**config.mk**
```make
export PLATFORM = sky130hd
export DESIGN_NAME = step_pulse_gen_flat
export DESIGN_NICKNAME = d
export VERILOG_FILES = /design/src/rtl/step_pulse_gen_if.sv /design/src/rtl/step_pulse_gen.sv /design/src/flat_wrapper.sv
export SDC_FILE = /design/constraint.sdc
export NUM_CORES = 1
export LEC_CHECK = 0
export ABC_AREA = 1
export BUFFER_PORTS_ARGS = -buffer_cell sky130_fd_sc_hd__buf_4
export CAP_MARGIN = 0
export CELL_PAD_IN_SITES_DETAIL_PLACEMENT = 1
export CELL_PAD_IN_SITES_GLOBAL_PLACEMENT = 1
export CORE_MARGIN = 8
export CORE_UTILIZATION = 40
export DETAILED_ROUTE_END_ITERATION = 10
export PLACE_DENSITY = 0.83
export SYNTH_ARGS = -nofsm -noshare
export SYNTH_HDL_FRONTEND = slang
export SYNTH_SLANG_ARGS = --single-unit
export TNS_END_PERCENT = 20
```
**constraint.sdc**
```tcl
create_clock -name clk -period 3 [get_ports clk]
set_input_delay 0.3 -clock clk [delete_from_list [all_inputs] [get_ports clk]]
set_output_delay 0.3 -clock clk [all_outputs]
set_load 0.1 [all_outputs]
```
**src/rtl/step_pulse_gen_if.sv**
```systemverilog
`default_nettype none
// ============================================================================
// Module      : step_pulse_gen_if
// Description : Command/status bundle between the motion controller and one
//               step_pulse_gen channel. The master modport belongs to the
//               controller; the slave modport belongs to the pulse generator.
// Revision    : 1.0 - initial release
// ============================================================================
interface step_pulse_gen_if #(
  parameter int SIZE  = 16,
  parameter int CNT_W = 16
);
  logic             d_v;
  logic [SIZE-1:0]  n;
  logic [1:0]       mode;
  logic             start;
  logic             abort;
  logic             drv_en_SM;
  logic [CNT_W-1:0] pulse_num;
  logic             drv_step;
  logic             drv_invert_step;
  logic             busy;
  logic             done;
  logic [CNT_W-1:0] pulses_left;

  modport master (
    output d_v, n, mode, start, abort, drv_en_SM, pulse_num,
    input  drv_step, drv_invert_step, busy, done, pulses_left
  );

  modport slave (
    input  d_v, n, mode, start, abort, drv_en_SM, pulse_num,
    output drv_step, drv_invert_step, busy, done, pulses_left
  );
endinterface
`default_nettype wire

```
**src/rtl/step_pulse_gen.sv**
```systemverilog
`default_nettype none
// ============================================================================
// Module      : step_pulse_gen
// Description : 25 %-duty STEP pulse generator for one stepper driver channel
//               with stop / continuous / count-N / auto run modes, a runt-free
//               abort path and busy/done status.
//               Optional feature macro: STEP_RAMP_EN (auto-mode accel ramp).
// Revision    : 1.0 - initial release
// ============================================================================
module step_pulse_gen #(
  parameter int SIZE         = 16,
  parameter int CNT_W        = 16,
  parameter int MIN_PERIOD   = 8,
  parameter int START_PERIOD = 2000,
  parameter int RAMP_DEC     = 16
) (
  input wire logic        clk,
  input wire logic        rst_n,
  step_pulse_gen_if.slave bus
);

  localparam logic [1:0] c_ST_IDLE = 2'd0;
  localparam logic [1:0] c_ST_RUN  = 2'd1;
  localparam logic [1:0] c_ST_STOP = 2'd2;
  localparam logic [1:0] c_ST_DONE = 2'd3;

  localparam logic [1:0] c_MODE_STOP = 2'b00;
  localparam logic [1:0] c_MODE_CNT  = 2'b10;

  localparam logic [SIZE-1:0]  c_MIN_P = SIZE'(MIN_PERIOD);
  localparam logic [SIZE-1:0]  c_ONE_P = SIZE'(1);
  localparam logic [CNT_W-1:0] c_ONE_C = CNT_W'(1);

  // Period must leave room for a non-empty high phase; ramp must move.
  if (MIN_PERIOD < 4 || START_PERIOD < 4 || RAMP_DEC < 1) begin : g_param_check
    $error("step_pulse_gen: MIN_PERIOD/START_PERIOD must be >= 4, RAMP_DEC >= 1");
  end

  logic [1:0]       state_q, state_d;
  logic [1:0]       mode_q, mode_d;
  logic [SIZE-1:0]  number_q;
  logic [SIZE-1:0]  period_q, period_d;
  logic [SIZE-1:0]  phase_q, phase_d;
  logic [CNT_W-1:0] left_q, left_d;
  logic             step_q, step_d;
  logic             inv_q;

  logic [SIZE-1:0]  w_target;
  logic [SIZE-1:0]  w_next_period;
  logic [SIZE-1:0]  w_first_period;
  logic [SIZE-1:0]  w_phase_inc;
  logic             w_start_ok;
  logic             w_stop_req;
  logic             w_last_phase;
  logic             w_hold_high;
  logic             w_zero_cnt;

  assign w_target     = (number_q < c_MIN_P) ? c_MIN_P : number_q;
  assign w_phase_inc  = phase_q + c_ONE_P;
  assign w_last_phase = (phase_q == period_q - c_ONE_P);
  assign w_start_ok   = bus.start && bus.drv_en_SM && !bus.abort && (bus.mode != c_MODE_STOP);
  assign w_stop_req   = bus.abort || !bus.drv_en_SM;
  assign w_zero_cnt   = (bus.mode == c_MODE_CNT) && (bus.pulse_num == '0);
  // A pulse already high keeps going until its full high phase is served.
  assign w_hold_high  = step_q && (w_phase_inc < (period_q >> 2));

`ifdef STEP_RAMP_EN
  localparam logic [1:0]      c_MODE_AUTO  = 2'b11;
  localparam logic [SIZE:0]   c_RAMP_DEC_X = (SIZE+1)'(RAMP_DEC);
  localparam logic [SIZE-1:0] c_RAMP_DEC_S = SIZE'(RAMP_DEC);
  localparam logic [SIZE-1:0] c_START_P    = SIZE'(START_PERIOD);

  logic [SIZE:0] w_ramp_floor;

  // Extra bit keeps T + RAMP_DEC from wrapping near the top of the range.
  assign w_ramp_floor   = {1'b0, w_target} + c_RAMP_DEC_X;
  assign w_first_period = (bus.mode == c_MODE_AUTO) ? c_START_P : w_target;

  // Auto mode steps the period down towards T; other modes track T.
  always_comb begin
    w_next_period = w_target;
    if (mode_q == c_MODE_AUTO && {1'b0, period_q} >= w_ramp_floor) begin
      w_next_period = period_q - c_RAMP_DEC_S;
    end
  end
`else
  assign w_first_period = w_target;
  assign w_next_period  = w_target;
`endif

  // Commanded period word, loaded whenever the command path presents one.
  always_ff @(posedge clk or negedge rst_n) begin
    if (!rst_n) begin
      number_q <= c_MIN_P;
    end else if (bus.d_v) begin
      number_q <= bus.n;
    end
  end

  // FSM state register.
  always_ff @(posedge clk or negedge rst_n) begin
    if (!rst_n) begin
      state_q <= c_ST_IDLE;
    end else begin
      state_q <= state_d;
    end
  end

  // FSM next-state logic; stop requests outrank count completion.
  always_comb begin
    state_d = state_q;
    case (state_q)
      c_ST_IDLE: if (w_start_ok) state_d = w_zero_cnt ? c_ST_DONE : c_ST_RUN;
      c_ST_RUN: begin
        if (w_stop_req) begin
          state_d = c_ST_STOP;
        end else if (w_last_phase && mode_q == c_MODE_CNT && left_q == c_ONE_C) begin
          state_d = c_ST_DONE;
        end
      end
      c_ST_STOP: if (!w_hold_high) state_d = c_ST_IDLE;
      default:   state_d = c_ST_IDLE;
    endcase
  end

  // Datapath next values: phase counter, period reload, pulse count, STEP.
  always_comb begin
    mode_d   = mode_q;
    period_d = period_q;
    phase_d  = phase_q;
    left_d   = left_q;
    step_d   = 1'b0;
    case (state_q)
      c_ST_IDLE: begin
        if (w_start_ok) begin
          mode_d   = bus.mode;
          left_d   = bus.pulse_num;
          period_d = w_first_period;
          phase_d  = '0;
          step_d   = !w_zero_cnt;
        end
      end
      c_ST_RUN: begin
        if (w_stop_req) begin
          phase_d = w_phase_inc;
          step_d  = w_hold_high;
        end else if (w_last_phase) begin
          phase_d = '0;
          if (mode_q == c_MODE_CNT) begin
            left_d = left_q - c_ONE_C;
            step_d = (left_q != c_ONE_C);
          end else begin
            period_d = w_next_period;
            step_d   = 1'b1;
          end
        end else begin
          phase_d = w_phase_inc;
          step_d  = (w_phase_inc < (period_q >> 2));
        end
      end
      c_ST_STOP: begin
        phase_d = w_phase_inc;
        step_d  = w_hold_high;
      end
      default: step_d = 1'b0;
    endcase
  end

  // Datapath registers; the inverted STEP copy lags by one clock.
  always_ff @(posedge clk or negedge rst_n) begin
    if (!rst_n) begin
      mode_q   <= c_MODE_STOP;
      period_q <= c_MIN_P;
      phase_q  <= '0;
      left_q   <= '0;
      step_q   <= 1'b0;
      inv_q    <= 1'b1;
    end else begin
      mode_q   <= mode_d;
      period_q <= period_d;
      phase_q  <= phase_d;
      left_q   <= left_d;
      step_q   <= step_d;
      inv_q    <= !step_q;
    end
  end

  // Status outputs decoded from the state register.
  always_comb begin
    bus.busy = (state_q == c_ST_RUN) || (state_q == c_ST_STOP);
    bus.done = (state_q == c_ST_DONE);
  end

  assign bus.drv_step        = step_q;
  assign bus.drv_invert_step = inv_q;
  assign bus.pulses_left     = left_q;

endmodule
`default_nettype wire

```
**src/flat_wrapper.sv**
```systemverilog
// flat-port wrapper written by rule: the top's interface ports become plain ports
module step_pulse_gen_flat 
#(
  parameter int SIZE         = 16,
  parameter int CNT_W        = 16,
  parameter int MIN_PERIOD   = 8,
  parameter int START_PERIOD = 2000,
  parameter int RAMP_DEC     = 16
)
  (clk, rst_n, bus_d_v, bus_n, bus_mode, bus_start, bus_abort, bus_drv_en_SM, bus_pulse_num, bus_drv_step, bus_drv_invert_step, bus_busy, bus_done, bus_pulses_left);
  step_pulse_gen_if #(.SIZE(SIZE), .CNT_W(CNT_W)) bus_i ();
  input wire logic clk;
  input wire logic rst_n;
  input wire logic [$bits(bus_i.d_v)-1:0] bus_d_v;
  input wire logic [$bits(bus_i.n)-1:0] bus_n;
  input wire logic [$bits(bus_i.mode)-1:0] bus_mode;
  input wire logic [$bits(bus_i.start)-1:0] bus_start;
  input wire logic [$bits(bus_i.abort)-1:0] bus_abort;
  input wire logic [$bits(bus_i.drv_en_SM)-1:0] bus_drv_en_SM;
  input wire logic [$bits(bus_i.pulse_num)-1:0] bus_pulse_num;
  output wire logic [$bits(bus_i.drv_step)-1:0] bus_drv_step;
  output wire logic [$bits(bus_i.drv_invert_step)-1:0] bus_drv_invert_step;
  output wire logic [$bits(bus_i.busy)-1:0] bus_busy;
  output wire logic [$bits(bus_i.done)-1:0] bus_done;
  output wire logic [$bits(bus_i.pulses_left)-1:0] bus_pulses_left;
  assign bus_i.d_v = bus_d_v;
  assign bus_i.n = bus_n;
  assign bus_i.mode = bus_mode;
  assign bus_i.start = bus_start;
  assign bus_i.abort = bus_abort;
  assign bus_i.drv_en_SM = bus_drv_en_SM;
  assign bus_i.pulse_num = bus_pulse_num;
  assign bus_drv_step = bus_i.drv_step;
  assign bus_drv_invert_step = bus_i.drv_invert_step;
  assign bus_busy = bus_i.busy;
  assign bus_done = bus_i.done;
  assign bus_pulses_left = bus_i.pulses_left;
  step_pulse_gen #(.SIZE(SIZE), .CNT_W(CNT_W), .MIN_PERIOD(MIN_PERIOD), .START_PERIOD(START_PERIOD), .RAMP_DEC(RAMP_DEC)) u_core (.clk(clk), .rst_n(rst_n), .bus(bus_i));
endmodule
```
==> flow_metrics.env <==
export IMPL_first_pass_iters=4
export IMPL_avgSynthCellArea_um2=7.53
export IMPL_dp_final_hpwl_um=11400
export IMPL_fin_crit_ps=2800
export IMPL_cts_setup_buffers=0
export IMPL_diodes=0
export IMPL_fin_crit_sh=0.934
export IMPL_root_buffer="clkbuf_16"
export IMPL_worst_setup_path_start_kind="flip-flop"
export IMPL_drtIter0Drc=211
export IMPL_async_flop_share=1.00
export IMPL_reg2reg_to="u_core.period_q[7]"
export IMPL_finalSetupTns_ps=0
export IMPL_hold_viol=0
export IMPL_coreArea_um2=12500
export IMPL_start_util=0.406
export IMPL_cts_hold_buf=0
export IMPL_cp_arrival_ps=3060
export IMPL_syn_cell_area_um2=5060
export IMPL_worstMarginPinSlew_ps=1180
export IMPL_post_synth_most_frequent_cells="176 x nand2_1, 81 x inv_1, 69 x nor2_1"
export IMPL_synth_area_leaders="dfrtp_1 33%, nand2_1 13%, inv_1 6.0%, ha_1 5.2%, o21ai_2 5.2%"
export IMPL_htree_levels=3
export IMPL_via_per_inst=5.19
export IMPL_crit_start="u_core.state_q[1]"
export IMPL_hold_path_class="input port to async pin"
export IMPL_ys_warnings_count=0
export IMPL_yosysTopAreaCell="dfrtp_1"
export IMPL_rr_startpoint="u_core.state_q[1]"
export IMPL_synth_cell_type_count=45
export IMPL_wl_per_cell_um=16.8
export IMPL_ys_ff_latch=70
export IMPL_clockBufferDepth=2
export IMPL_crit_required_ps=3260
export IMPL_run_status="complete, no violations"
export IMPL_grt_max_degree=71
export IMPL_finalMaxSlewViolations=0
export IMPL_num_vias=4679
export IMPL_place_gp_congestion=0.845
export IMPL_fp_row_count=41
export IMPL_finalCoreUtilization=0.475
export IMPL_die_width_um=129
export IMPL_ant_nets=0
export IMPL_yosysMostFrequentCell="nand2_1"
export IMPL_grt_overflow=0
export IMPL_worst_hold_slack_ps=83.6
export IMPL_die_h_um=129
export IMPL_port_buffer_count=59
export IMPL_track_usage=0.192
export IMPL_fin_cells=902
export IMPL_max_freq_mhz=357
export IMPL_finalClockSkew_ps=8.01
export IMPL_endpoint="u_core.period_q[7]"
export IMPL_fin_nets=786
export IMPL_synth_seq_area_share=0.347
export IMPL_grt_first_pass_wirelength_um=25300
export IMPL_ir_drop_uv=745
export IMPL_r2r_slack_ps=200
export IMPL_synth_edf_count=0
export IMPL_dieArea_um2=16500
export IMPL_critPathKind="flip-flop to flip-flop"
export IMPL_drv_cap=0
export IMPL_seq_area_um2=1760
export IMPL_fill_cells=1576
export IMPL_yosysTopAreaCellShare=0.331
export IMPL_leakage_nw=2.95
export IMPL_path_clk_slew_ps=60
export IMPL_ff2ff_path_depth=6
export IMPL_clock_latency_ps=350
export IMPL_rsz0062_at_grt="no"
export IMPL_placed_cells_incl_taps=886
export IMPL_cts_resized=0
export IMPL_slew_headroom=0.207
export IMPL_drc_errors=0
export IMPL_synth_flop_cell="dfrtp_1"
export IMPL_grt_pass1_vias=5157
export IMPL_syn_nets=733
export IMPL_drive_above_1_share=0.222
export IMPL_cts_sinks=70
export IMPL_finalPower_mw=6.71
export IMPL_numCtsBuffers=9
export IMPL_setup_violations=0
export IMPL_cts_tree="done"
export IMPL_p_per_area_nw_per_um2=1130
export IMPL_path_max_fanout=32
export IMPL_io_pins=60
export IMPL_crit_path_end_kind="flip-flop"
export IMPL_syn_to_final_growth_pct=16.9
export IMPL_synth_cells=672
export IMPL_multi_input_area_um2=2870
export IMPL_antenna_found_initial=0
export IMPL_wl_um=15100
[routing by layer]
metal | vias up | global-route usage | share of wire
li1 | 2257 | - | -
met1 | 2308 | 0.235 | 0.44
met2 | 90 | 0.334 | 0.51
met3 | 24 | 0.0331 | 0.036
met4 | 0 | 0.0684 | 0.017
met5 | - | 0 | 0
[kinds of logic (layout without fill, tap and decap cells)]
family	count (synthesis)	count (layout)	share of synthesized area
flops	70	70	0.347
fa+ha+maj	21	21	0.0519
buf+inv	108	166	0.0934
mux	10	10	0.0210
compound gates	87	87	0.116
simple gates	343	343	0.312
xor+xnor	33	33	0.0586
[registers in the layout, indices dropped and copies added, names as in the netlist]
register and count:
u_core.bus.drv_step 1, u_core.bus.pulses_left 16, u_core.period_q 16, u_core.bus.drv_invert_step 1, u_core.mode_q 2, u_core.number_q 16, u_core.state_q 2, u_core.phase_q 16
[cell type report]
class                           instances  area share
Multi-Input combinational cell        494       0.485
Sequential cell                        70       0.297
Timing Repair Buffer                   61      0.0774
Inverter                               89      0.0565
Clock buffer                           11      0.0410
Tap cell                              172      0.0364
Clock inverter                          5     0.00719
[per-stage QoR]
step	cell area, µm²	setup slack [ps]
floorplan	5060	694
global placement	5600	319
detailed placement	5600	223
CTS	5880	122
global route	5920	22.2
finish	5920	197
[worst min path at each step]
| stage | startpoint | endpoint | slack (ps) | cells past startpoint |
|---|---|---|---|---|
| 3_5_place_dp | u_core.bus.drv_step | u_core.bus.drv_invert_step | 470 | 1 |
| 6_report | rst_n | u_core.number_q[4] | 80 | 1 |
| 4_1_cts | rst_n | u_core.period_q[6] | 130 | 1 |
| 5_1_grt | rst_n | u_core.number_q[8] | 150 | 1 |
| 3_3_place_gp | u_core.bus.drv_step | u_core.bus.drv_invert_step | 460 | 1 |
| 2_1_floorplan | rst_n | u_core.bus.drv_step | 4 | 0 |
[cell usage in the layout (no fill, tap or decap), drive strengths merged]
master and count:
xnor2 11, a2bb2oi 1, nor2 80, and2 1, nand2 187, and3 1, clkbuf 11, nand3 44
a21oi 13, buf 61, nor3 6, clkinvlp 1, or2 1, mux2 5, ha 21, nor4 5
inv 91, o2111ai 1, o211ai 2, o31ai 1, clkinv 2, nand4 12, a22oi 1, mux2i 5
xor2 22, nand3b 6, o21ai 67, dfstp 3, dfrtp 67, o21a 1
[critical path, stage by stage, from the launching register on]
cell and delay (ps):
dfrtp_1 420, inv_1 100, ha_1 680, nor2_1 200
o211ai_4 970, nand2_1 200, o21ai_2 120
[where the power goes]
part | internal (mW) | total [mW] | switching (mW)
clock | 0.592 | 1.04 | 0.448
combinational | 1.13 | 4.04 | 2.91
sequential | 1.23 | 1.63 | 0.404
No activity file was read; power rests on OpenSTA's default activity.
